<file path="config.mk">
export PLATFORM = sky130hd
export DESIGN_NAME = pcie_h2c_dsc_byp_ctrl_flat
export DESIGN_NICKNAME = d
export VERILOG_FILES = /design/src/rtl/pcie_h2c_dsc_byp_ctrl_if.sv /design/src/rtl/pcie_h2c_dsc_byp_ctrl.sv /design/src/flat_wrapper.sv
export SDC_FILE = /design/constraint.sdc
export NUM_CORES = 1
export LEC_CHECK = 0
export CORE_AREA = 3 3 325 327
export CTS_BUF_LIST = sky130_fd_sc_hd__clkbuf_8
export DETAILED_ROUTE_END_ITERATION = 6
export DIE_AREA = 0 0 328 330
export SLEW_MARGIN = 20
export SYNTH_ARGS = -nofsm -noshare
export SYNTH_HDL_FRONTEND = slang
export SYNTH_SLANG_ARGS = --single-unit
</file>
<file path="constraint.sdc">
create_clock -name clk -period 3.77 [get_ports clk]
set_input_delay 0.754 -clock clk [delete_from_list [all_inputs] [get_ports clk]]
set_output_delay 0.754 -clock clk [all_outputs]
set_load 0.02 [all_outputs]
</file>
<file path="src/rtl/pcie_h2c_dsc_byp_ctrl_if.sv">
// Descriptor-bypass and H2C stream bundle for pcie_h2c_dsc_byp_ctrl.
// The master modport is the controller side; the slave modport is the XDMA and user-logic side.
interface pcie_h2c_dsc_byp_ctrl_if #(
  parameter int DATA_WIDTH = 256
);
  logic [63:0]             dsc_byp_src_addr;
  logic [63:0]             dsc_byp_dst_addr;
  logic [27:0]             dsc_byp_len;
  logic [15:0]             dsc_byp_ctl;
  logic                    dsc_byp_load;
  logic                    dsc_byp_ready;

  logic [DATA_WIDTH-1:0]   s_axis_h2c_tdata;
  logic [DATA_WIDTH/8-1:0] s_axis_h2c_tkeep;
  logic                    s_axis_h2c_tlast;
  logic                    s_axis_h2c_tvalid;
  logic                    s_axis_h2c_tready;

  logic [DATA_WIDTH-1:0]   m_axis_tdata;
  logic [DATA_WIDTH/8-1:0] m_axis_tkeep;
  logic                    m_axis_tlast;
  logic                    m_axis_tvalid;
  logic                    m_axis_tready;

  modport master (
    output dsc_byp_src_addr, dsc_byp_dst_addr, dsc_byp_len, dsc_byp_ctl, dsc_byp_load,
    input  dsc_byp_ready,
    input  s_axis_h2c_tdata, s_axis_h2c_tkeep, s_axis_h2c_tlast, s_axis_h2c_tvalid,
    output s_axis_h2c_tready,
    output m_axis_tdata, m_axis_tkeep, m_axis_tlast, m_axis_tvalid,
    input  m_axis_tready
  );

  modport slave (
    input  dsc_byp_src_addr, dsc_byp_dst_addr, dsc_byp_len, dsc_byp_ctl, dsc_byp_load,
    output dsc_byp_ready,
    output s_axis_h2c_tdata, s_axis_h2c_tkeep, s_axis_h2c_tlast, s_axis_h2c_tvalid,
    input  s_axis_h2c_tready,
    input  m_axis_tdata, m_axis_tkeep, m_axis_tlast, m_axis_tvalid,
    output m_axis_tready
  );
endinterface

</file>
<file path="src/rtl/pcie_h2c_dsc_byp_ctrl.sv">
// H2C descriptor-bypass loader: issues one fixed-size descriptor per host ring slot and forwards H2C data.
// Optional PCIE_H2C_STATS_EN adds free-running completed-slot and accepted-beat counters.
module pcie_h2c_dsc_byp_ctrl #(
  parameter int DATA_WIDTH      = 256,
  parameter int NR_SLOTS        = 16,
  parameter int SLOT_BYTES      = 4096,
  parameter int MAX_OUTSTANDING = 4,
  localparam int IDX_W          = $clog2(NR_SLOTS),
  localparam int OUT_W          = $clog2(MAX_OUTSTANDING + 1)
) (
  input  logic                 clk,
  input  logic                 sys_rst,
  input  logic                 cfg_enable,
  input  logic [63:0]          cfg_ring_base,
  input  logic [IDX_W:0]       host_prod_idx,
  pcie_h2c_dsc_byp_ctrl_if.master bus,
  output logic [IDX_W:0]       cons_idx,
  output logic [IDX_W:0]       done_idx,
  output logic [OUT_W-1:0]     outstanding,
  output logic                 err_short,
  output logic                 err_long
`ifdef PCIE_H2C_STATS_EN
  ,
  output logic [31:0]          stat_pkts,
  output logic [47:0]          stat_beats
`endif
);

  localparam int BEAT_BYTES = DATA_WIDTH / 8;
  localparam int SLOT_BEATS = SLOT_BYTES / BEAT_BYTES;
  localparam int BEAT_W     = (SLOT_BEATS > 1) ? $clog2(SLOT_BEATS) : 1;

  localparam logic [BEAT_W-1:0] LAST_BEAT  = BEAT_W'(SLOT_BEATS - 1);
  localparam logic [IDX_W:0]    RING_DEPTH = (IDX_W + 1)'(NR_SLOTS);
  localparam logic [OUT_W-1:0]  OUT_MAX    = OUT_W'(MAX_OUTSTANDING);

  typedef enum logic {
    S_IDLE,
    S_LOAD
  } state_t;

  state_t state_q;
  state_t state_d;

  logic [IDX_W:0]    pending;
  logic              issue_ok;
  logic              ld_src;
  logic              dsc_accept;
  logic [63:0]       src_addr_p0;

  logic              beat_acc;
  logic              in_slot;
  logic              at_last;
  logic              complete;
  logic [BEAT_W-1:0] beat_cnt;

  function automatic logic [63:0] slot_addr(input logic [63:0] base, input logic [IDX_W-1:0] slot);
    return base + (64'(slot) * 64'(SLOT_BYTES));
  endfunction

  // Ring occupancy; a difference beyond the ring depth means a bogus producer index and is not served.
  assign pending  = host_prod_idx - cons_idx;
  assign issue_ok = cfg_enable && (pending != '0) && (pending <= RING_DEPTH) &&
                    (outstanding < OUT_MAX);

  always_comb begin
    state_d = state_q;
    ld_src  = 1'b0;
    case (state_q)
      S_IDLE: begin
        if (issue_ok) begin
          state_d = S_LOAD;
          ld_src  = 1'b1;
        end
      end
      S_LOAD: begin
        if (bus.dsc_byp_ready) begin
          state_d = S_IDLE;
        end
      end
      default: state_d = S_IDLE;
    endcase
  end

  always_ff @(posedge clk) begin
    if (sys_rst) begin
      state_q <= S_IDLE;
    end else begin
      state_q <= state_d;
    end
  end

  // Descriptor stage: address latched on entry to LOAD and frozen until the XDMA takes it.
  always_ff @(posedge clk) begin
    if (sys_rst) begin
      src_addr_p0 <= '0;
    end else if (ld_src) begin
      src_addr_p0 <= slot_addr(cfg_ring_base, cons_idx[IDX_W-1:0]);
    end
  end

  assign dsc_accept           = (state_q == S_LOAD) && bus.dsc_byp_ready;
  assign bus.dsc_byp_load     = (state_q == S_LOAD);
  assign bus.dsc_byp_src_addr = src_addr_p0;
  assign bus.dsc_byp_dst_addr = 64'd0;
  assign bus.dsc_byp_len      = 28'(SLOT_BYTES);
  assign bus.dsc_byp_ctl      = 16'h0010;

  assign bus.m_axis_tdata      = bus.s_axis_h2c_tdata;
  assign bus.m_axis_tkeep      = bus.s_axis_h2c_tkeep;
  assign bus.m_axis_tlast      = bus.s_axis_h2c_tlast;
  assign bus.m_axis_tvalid     = bus.s_axis_h2c_tvalid;
  assign bus.s_axis_h2c_tready = bus.m_axis_tready;

  // A slot closes on tlast or on its final beat, whichever comes first; beats with nothing in flight are strays.
  assign beat_acc = bus.s_axis_h2c_tvalid && bus.m_axis_tready;
  assign in_slot  = (outstanding != '0);
  assign at_last  = (beat_cnt == LAST_BEAT);
  assign complete = beat_acc && in_slot && (bus.s_axis_h2c_tlast || at_last);

  always_ff @(posedge clk) begin
    if (sys_rst) begin
      cons_idx    <= '0;
      done_idx    <= '0;
      outstanding <= '0;
      beat_cnt    <= '0;
      err_short   <= 1'b0;
      err_long    <= 1'b0;
    end else begin
      if (dsc_accept) begin
        cons_idx <= cons_idx + 1'b1;
      end
      if (complete) begin
        done_idx <= done_idx + 1'b1;
      end
      case ({dsc_accept, complete})
        2'b10:   outstanding <= outstanding + 1'b1;
        2'b01:   outstanding <= outstanding - 1'b1;
        default: outstanding <= outstanding;
      endcase
      if (beat_acc && in_slot) begin
        beat_cnt <= complete ? '0 : beat_cnt + 1'b1;
      end
      if (complete && bus.s_axis_h2c_tlast && !at_last) begin
        err_short <= 1'b1;
      end
      if ((complete && at_last && !bus.s_axis_h2c_tlast) || (beat_acc && !in_slot)) begin
        err_long <= 1'b1;
      end
    end
  end

`ifdef PCIE_H2C_STATS_EN
  always_ff @(posedge clk) begin
    if (sys_rst) begin
      stat_pkts  <= '0;
      stat_beats <= '0;
    end else begin
      if (complete) begin
        stat_pkts <= stat_pkts + 32'd1;
      end
      if (beat_acc) begin
        stat_beats <= stat_beats + 48'd1;
      end
    end
  end
`endif

endmodule

</file>
<file path="src/flat_wrapper.sv">
// flat-port wrapper written by rule: the top's interface ports become plain ports
module pcie_h2c_dsc_byp_ctrl_flat 
#(
  parameter int DATA_WIDTH      = 256,
  parameter int NR_SLOTS        = 16,
  parameter int SLOT_BYTES      = 4096,
  parameter int MAX_OUTSTANDING = 4,
  localparam int IDX_W          = $clog2(NR_SLOTS),
  localparam int OUT_W          = $clog2(MAX_OUTSTANDING + 1)
)
  (clk, sys_rst, cfg_enable, cfg_ring_base, host_prod_idx, cons_idx, done_idx, outstanding, err_short, err_long, bus_dsc_byp_src_addr, bus_dsc_byp_dst_addr, bus_dsc_byp_len, bus_dsc_byp_ctl, bus_dsc_byp_load, bus_dsc_byp_ready, bus_s_axis_h2c_tdata, bus_s_axis_h2c_tkeep, bus_s_axis_h2c_tlast, bus_s_axis_h2c_tvalid, bus_s_axis_h2c_tready, bus_m_axis_tdata, bus_m_axis_tkeep, bus_m_axis_tlast, bus_m_axis_tvalid, bus_m_axis_tready);
  pcie_h2c_dsc_byp_ctrl_if #(.DATA_WIDTH(DATA_WIDTH)) bus_i ();
  input  logic clk;
  input  logic sys_rst;
  input  logic cfg_enable;
  input  logic [63:0] cfg_ring_base;
  input  logic [IDX_W:0] host_prod_idx;
  output logic [IDX_W:0] cons_idx;
  output logic [IDX_W:0] done_idx;
  output logic [OUT_W-1:0] outstanding;
  output logic err_short;
  output logic err_long;
  output wire logic [$bits(bus_i.dsc_byp_src_addr)-1:0] bus_dsc_byp_src_addr;
  output wire logic [$bits(bus_i.dsc_byp_dst_addr)-1:0] bus_dsc_byp_dst_addr;
  output wire logic [$bits(bus_i.dsc_byp_len)-1:0] bus_dsc_byp_len;
  output wire logic [$bits(bus_i.dsc_byp_ctl)-1:0] bus_dsc_byp_ctl;
  output wire logic [$bits(bus_i.dsc_byp_load)-1:0] bus_dsc_byp_load;
  input wire logic [$bits(bus_i.dsc_byp_ready)-1:0] bus_dsc_byp_ready;
  input wire logic [$bits(bus_i.s_axis_h2c_tdata)-1:0] bus_s_axis_h2c_tdata;
  input wire logic [$bits(bus_i.s_axis_h2c_tkeep)-1:0] bus_s_axis_h2c_tkeep;
  input wire logic [$bits(bus_i.s_axis_h2c_tlast)-1:0] bus_s_axis_h2c_tlast;
  input wire logic [$bits(bus_i.s_axis_h2c_tvalid)-1:0] bus_s_axis_h2c_tvalid;
  output wire logic [$bits(bus_i.s_axis_h2c_tready)-1:0] bus_s_axis_h2c_tready;
  output wire logic [$bits(bus_i.m_axis_tdata)-1:0] bus_m_axis_tdata;
  output wire logic [$bits(bus_i.m_axis_tkeep)-1:0] bus_m_axis_tkeep;
  output wire logic [$bits(bus_i.m_axis_tlast)-1:0] bus_m_axis_tlast;
  output wire logic [$bits(bus_i.m_axis_tvalid)-1:0] bus_m_axis_tvalid;
  input wire logic [$bits(bus_i.m_axis_tready)-1:0] bus_m_axis_tready;
  assign bus_dsc_byp_src_addr = bus_i.dsc_byp_src_addr;
  assign bus_dsc_byp_dst_addr = bus_i.dsc_byp_dst_addr;
  assign bus_dsc_byp_len = bus_i.dsc_byp_len;
  assign bus_dsc_byp_ctl = bus_i.dsc_byp_ctl;
  assign bus_dsc_byp_load = bus_i.dsc_byp_load;
  assign bus_i.dsc_byp_ready = bus_dsc_byp_ready;
  assign bus_i.s_axis_h2c_tdata = bus_s_axis_h2c_tdata;
  assign bus_i.s_axis_h2c_tkeep = bus_s_axis_h2c_tkeep;
  assign bus_i.s_axis_h2c_tlast = bus_s_axis_h2c_tlast;
  assign bus_i.s_axis_h2c_tvalid = bus_s_axis_h2c_tvalid;
  assign bus_s_axis_h2c_tready = bus_i.s_axis_h2c_tready;
  assign bus_m_axis_tdata = bus_i.m_axis_tdata;
  assign bus_m_axis_tkeep = bus_i.m_axis_tkeep;
  assign bus_m_axis_tlast = bus_i.m_axis_tlast;
  assign bus_m_axis_tvalid = bus_i.m_axis_tvalid;
  assign bus_i.m_axis_tready = bus_m_axis_tready;
  pcie_h2c_dsc_byp_ctrl #(.DATA_WIDTH(DATA_WIDTH), .NR_SLOTS(NR_SLOTS), .SLOT_BYTES(SLOT_BYTES), .MAX_OUTSTANDING(MAX_OUTSTANDING)) u_core (.clk(clk), .sys_rst(sys_rst), .cfg_enable(cfg_enable), .cfg_ring_base(cfg_ring_base), .host_prod_idx(host_prod_idx), .bus(bus_i), .cons_idx(cons_idx), .done_idx(done_idx), .outstanding(outstanding), .err_short(err_short), .err_long(err_long));
endmodule
</file>
==> results of run 1 <==
sequential cells by signal, summed over array words and instances, names as in the netlist:
register	cells
u_core.outstanding	3
u_core.bus.dsc_byp_src_addr	64
u_core.beat_cnt	7
u_core.cons_idx	5
u_core.done_idx	5
u_core.err_short	1
u_core.err_long	1
u_core.bus.dsc_byp_load	1
worst max-delay path: cells and delay by family:
kind,cells,cell delay [ns]
AO/OA/AOI/OAI,2,0.34
buffers and inverters,2,0.63
adder cells (fa/ha/maj),1,0.34
AND/OR/NAND/NOR,4,1.30
stage by stage:
stage          instance area (um^2)  hold WS, ns  instances  utilization (%)
6_report                       8539       0.4683       2189            8.275
5_1_grt                        8537       0.4888       2188            8.272
4_1_cts                        8537       0.4728       2188            8.272
3_5_place_dp                   8341       0.4587       2172            8.082
3_3_place_gp                   8341       0.4524       2172            8.082
2_1_floorplan                  8059       0.4726       1049                -
Yosys cell counts, types with 2 or more instances:
library cell	instances
a211oi_2	2
nand3_1	38
nand2b_1	3
nor2_1	36
buf_2	11
buf_1	3
xor2_1	31
nand4_1	21
buf_4	400
or3_1	3
nor3_1	64
fa_1	2
o21ai_0	11
a211oi_1	46
and3_1	15
o21ai_1	8
clkbuf_1	11
o21a_1	3
xnor2_1	34
ha_1	12
inv_1	7
buf_6	9
a31oi_1	2
dfxtp_1	87
a21oi_1	25
nor2b_1	2
or2_2	4
and4_1	5
conb_1	2
nand2_1	23
nand4b_1	2
nor4_1	4
per-layer routing:
layer | part of all wire, % | vias up | global-route usage [%]
met4 | 3.0 | 4 | 2.561
met3 | 25 | 99 | 9.200
met5 | 0.40 | - | 1.198
met2 | 43 | 578 | 11.96
li1 | - | 2387 | -
met1 | 28 | 2467 | 6.557
cells by family (layout without fill, tap and decap cells):
family	count (synthesis)	count (layout)	synth area share, %
adder cells (fa/ha/maj)	14	14	2.482
AO/OA/AOI/OAI	102	102	8.819
XOR/XNOR	65	65	7.431
other	2	109	0.09803
multiplexers	1	1	0.1307
buffers and inverters	441	200	42.27
AND/OR/NAND/NOR	231	231	16.04
flip-flops	87	87	22.73
final timing paths:
kind                                               start                                      endpoint  slack [ns]  cells after the start
max                                     host_prod_idx[2]  u_core.bus.dsc_byp_src_addr[53]$_SDFFE_PP0P_        0.62                      9
min          u_core.bus.dsc_byp_src_addr[7]$_SDFFE_PP0P_   u_core.bus.dsc_byp_src_addr[7]$_SDFFE_PP0P_        0.47                      2
max reg2reg              u_core.cons_idx[2]$_SDFFE_PP0P_  u_core.bus.dsc_byp_src_addr[53]$_SDFFE_PP0P_        0.86                      9
min reg2reg  u_core.bus.dsc_byp_src_addr[7]$_SDFFE_PP0P_   u_core.bus.dsc_byp_src_addr[7]$_SDFFE_PP0P_        0.47                      2
report_power, final:
group	leakage, nW	total (mW)	switching, mW	internal [mW]
combinational	1.74	0.760	0.476	0.284
clock	0.0966	0.697	0.439	0.259
sequential	0.712	1.03	0.0459	0.986
total	2.54	2.49	0.960	1.53
cell type report:
cell class	count	area, um^2
clock buffer	9	123.9
tap	1380	1727
inverter	7	26.28
timing repair buffer	177	1759
sequential	87	1742
multi-input combinational	521	3087
antenna	1	2.502
fill	12050	94660
clock inverter	7	72.57
==> impl_metrics.json, run 1 <==
{
  "ys_seq_elements": 87,
  "synth_top_area_share_pct": 39.20,
  "fin_skew_ns": 0.02144,
  "cap_violations": 0,
  "critical_path.max_stage_delay_ns": 0.53,
  "coreArea_um2": 103200,
  "hp-class": "reg -> reg",
  "setup_viol": 0,
  "cts_setup_buffers": 0,
  "dp_worst_setup_slack_ns": 0.1858,
  "worstPathMaxFanout": 18,
  "slew-limit-headroom_pct": 31.97,
  "cts-root-buf": "clkbuf_8",
  "ys_seq_area_share_pct": 22.73,
  "io_buffer_count": 158,
  "clk_pin_slew_ns": 0.10,
  "routedWlPerCell_um": 20.78,
  "tightest_slew_ns": 1.021,
  "grt_overflow_total": 0,
  "dieArea_um2": 108200,
  "fin_crit_sh_pct": 83.51,
  "area_delta_synth_final_pct": 11.46,
  "gp_congestion": 0.8120,
  "synthCells": 943,
  "drc": 0,
  "std_cell_rows": 118,
  "cp.required_ns": 4.01,
  "antenna_found_initial": 2,
  "leakage_nw": 2.545,
  "synthTopCellsByArea": "buf_4, dfxtp_1, a211oi_1, nor3_1, xnor2_1",
  "wl_um": 45490,
  "setup_tns_ns": 0,
  "async_reset_ff_share_pct": 0,
  "cts_tree": "done",
  "mostFrequentLayoutCells": "clkdlybuf4s50_1, conb_1, dfxtp_1",
  "grt_max_degree": 88,
  "rsz0062_at_grt": "false",
  "worstSetupPathType": "in -> reg",
  "die-height_um": 330,
  "ys_types": 49,
  "drt_iter0_drc": 225,
  "fin_ws_ns": 0.6216,
  "grt_pass1_wl_um": 55820,
  "finalHoldViolCount": 0,
  "ant_nets": 0,
  "slowest_stage": "or4b_1",
  "fin_crit_ns": 3.148,
  "crit_arrival_ns": 3.39,
  "synth_area_um2": 7661,
  "drv_slew": 0,
  "syn_area_per_cell_um2": 8.124,
  "ir_worst_vdd_uv": 180.5,
  "vias": 5535,
  "hold_buffers": 0,
  "numCtsBuffers": 9,
  "total_power_mw": 2.489,
  "dr.pass1.iters": 4,
  "final_common_cell": "clkdlybuf4s50_1",
  "yosys_warnings": 0,
  "yosys.area.top_type": "buf_4",
  "synth_edf_count": 0,
  "ioPinCount": 843,
  "clock_latency_ns": 0.42,
  "crit_chain": "clkdlybuf4s50_1, ha_1, or4b_1, or3_1, a21o_2, and4_2, buf_4, nor3_1, a211oi_1",
  "ctsResizeCount": 0,
  "clock_sink_count": 87,
  "viasPerCell": 2.529,
  "powerDensity_nw_per_um2": 291.5,
  "end_kind": "flip-flop",
  "critPathLaunchType": "input pin",
  "grtUsageTotal_pct": 7.946,
  "synthFlopType": "dfxtp_1",
  "die_w_um": 328,
  "fmax_ghz": 0.3176,
  "status": "finished clean",
  "clk_path_buf_depth": 2,
  "grt_pass1_vias": 5251,
  "drive_above_1_share_pct": 6.436,
  "h-tree-depth": 3,
  "post-dp-hpwl_um": 40060,
  "initial_utilization_pct": 7.423,
  "nNetsFinal": 1181
}
(Power assumes the default switching activity.)
==> inputs of run 2 (changes only) <==
==> constraint.sdc (replaced) <==
create_clock -name clk -period 3 [get_ports clk]
set_input_delay 0.6 -clock clk [delete_from_list [all_inputs] [get_ports clk]]
set_output_delay 0.6 -clock clk [all_outputs]
set_load 0.02 [all_outputs]
==> impl_metrics.json, run 2 (same netlist as run 1, synthesis figures left out) <==
{
  "dr.pass1.iters": 4,
  "hold_depth": 2,
  "coreArea_um2": 103200,
  "final_common_cell": "clkdlybuf4s50_1",
  "mostFrequentLayoutCells": "clkdlybuf4s50_1, conb_1, dfxtp_1",
  "end_kind": "flip-flop",
  "crit_chain": "clkdlybuf4s50_1, inv_1, ha_2, or4b_4, or3_1, a21o_2, buf_4, a21oi_4, buf_12, clkbuf_16, nor3_1, a211oi_1",
  "critPathLaunchType": "input pin",
  "total_power_mw": 3.183,
  "fin_ws_ns": -0.01660,
  "hold_buffers": 0,
  "std_cell_rows": 118,
  "antenna_found_initial": 2,
  "wl_met1_um": 13610,
  "slowest_stage": "or4b_4",
  "cts-root-buf": "clkbuf_8",
  "routedWlPerCell_um": 21.24,
  "powerDensity_nw_per_um2": 348.4,
  "h-tree-depth": 3,
  "drv_slew": 0,
  "fmax_ghz": 0.3315,
  "dieArea_um2": 108200,
  "nNetsFinal": 1238,
  "cts_tree": "done",
  "whs_ns": 0.4741,
  "cp.required_ns": 3.33,
  "io_buffer_count": 158,
  "tightest_slew_ns": 0.7284,
  "grtUsageTotal_pct": 8.005,
  "die_w_um": 328,
  "vias": 5839,
  "crit_arrival_ns": 3.35,
  "violations": "setup timing",
  "area_delta_synth_final_pct": 19.26,
  "clock_sink_count": 87,
  "clk_path_buf_depth": 2,
  "critical_path.max_stage_delay_ns": 0.46,
  "drt_iter0_drc": 289,
  "post-dp-hpwl_um": 40770,
  "worst-r2r-setup-slack_ns": 0.12,
  "drc": 0,
  "fin_crit_ns": 3.017,
  "status": "finished, violations left",
  "worstSetupPathType": "in -> reg",
  "ioPinCount": 843,
  "leakage_nw": 2.892,
  "worstRegToRegCells": 11,
  "worstPathMaxFanout": 5,
  "r2r_end": "u_core.bus.dsc_byp_src_addr[55]$_SDFFE_PP0P_",
  "gp_congestion": 0.8167,
  "path_buf_inv": 5,
  "fin_skew_ns": 0.02948,
  "grt_pass1_vias": 5569,
  "slew-limit-headroom_pct": 51.29,
  "largest_reg_flops": 64,
  "hold_path_end": "u_core.bus.dsc_byp_src_addr[0]$_SDFFE_PP0P_",
  "regToRegStartpoint": "u_core.cons_idx[2]$_SDFFE_PP0P_",
  "clock_latency_ns": 0.42,
  "initial_utilization_pct": 7.423,
  "wl_met2_um": 20880,
  "dr_wl_met3_um": 11650,
  "cap_violations": 0,
  "viasPerCell": 2.600,
  "setup_viol": 2,
  "numCtsBuffers": 9,
  "clk_pin_slew_ns": 0.11,
  "ir_worst_vdd_uv": 245.6,
  "fin_crit_sh_pct": 100.6,
  "ant_nets": 0,
  "hp-class": "reg -> reg",
  "min_from": "u_core.bus.dsc_byp_src_addr[0]$_SDFFE_PP0P_",
  "dr.max_layer_used": "met5",
  "die-height_um": 330,
  "dp_worst_setup_slack_ns": -0.3941,
  "grt_overflow_total": 0,
  "grt_pass1_wl_um": 56270,
  "grt_max_degree": 52,
  "drive_above_1_share_pct": 13.41,
  "finalHoldViolCount": 0,
  "critPathTopFamily": "buffers and inverters",
  "wl_um": 47710
}
==> run 2: worst max path at each step <==
stage | startpoint | to | slack [ns] | cells after the start
floorplan | host_prod_idx[2] | u_core.bus.dsc_byp_src_addr[44]$_SDFFE_PP0P_ | 0.17 | 9
global placement | host_prod_idx[2] | u_core.bus.dsc_byp_src_addr[39]$_SDFFE_PP0P_ | -0.36 | 10
detailed placement | host_prod_idx[2] | u_core.bus.dsc_byp_src_addr[43]$_SDFFE_PP0P_ | -0.39 | 10
CTS | host_prod_idx[2] | u_core.bus.dsc_byp_src_addr[17]$_SDFFE_PP0P_ | 0.03 | 10
global route | host_prod_idx[0] | u_core.bus.dsc_byp_src_addr[17]$_SDFFE_PP0P_ | -0.02 | 12
finish | host_prod_idx[0] | u_core.bus.dsc_byp_src_addr[55]$_SDFFE_PP0P_ | -0.02 | 12
==> run 2: through the flow <==
step	cell area [um^2]	std cells	utilization [%]	setup TNS, ns
2_1_floorplan	8059	1049	-	0
3_3_place_gp	8726	2218	8.455	-20.80
3_5_place_dp	8726	2218	8.455	-20.23
4_1_cts	8905	2234	8.629	0
5_1_grt	9134	2245	8.850	-0.3393
6_report	9136	2246	8.853	-0.02828
==> run 2: final cells by class <==
type | instances | area [um^2]
clock buffer | 9 | 123.9
inverter | 7 | 26.28
sequential | 87 | 1742
multi-input combinational | 521 | 3108
fill | 11980 | 94070
antenna | 1 | 2.502
clock inverter | 7 | 55.05
timing repair buffer | 234 | 2352
tap | 1380 | 1727
==> run 2: what timing repair did <==
item	in CTS	in global routing
buffers inserted	0	2
gates resized for setup	0	6
setup endpoints to repair	0	20
==> run 2: metal layers <==
layer	vias to the layer above	GRT usage, %
li1	2507	-
met1	2637	6.419
met2	595	12.32
met3	98	9.320
met4	2	2.463
met5	-	0.9317
==> run 2: power breakdown <==
group | switching, mW | total (mW) | internal, mW
Combinational | 0.637 | 1.06 | 0.420
Sequential | 0.0550 | 1.29 | 1.24
Clock | 0.522 | 0.833 | 0.310
==> run 2: worst min-delay path, cell delays in order (launching register included) <==
cell	delay [ns]
dfxtp_1	0.32
nand3_1	0.06
a21oi_1	0.06
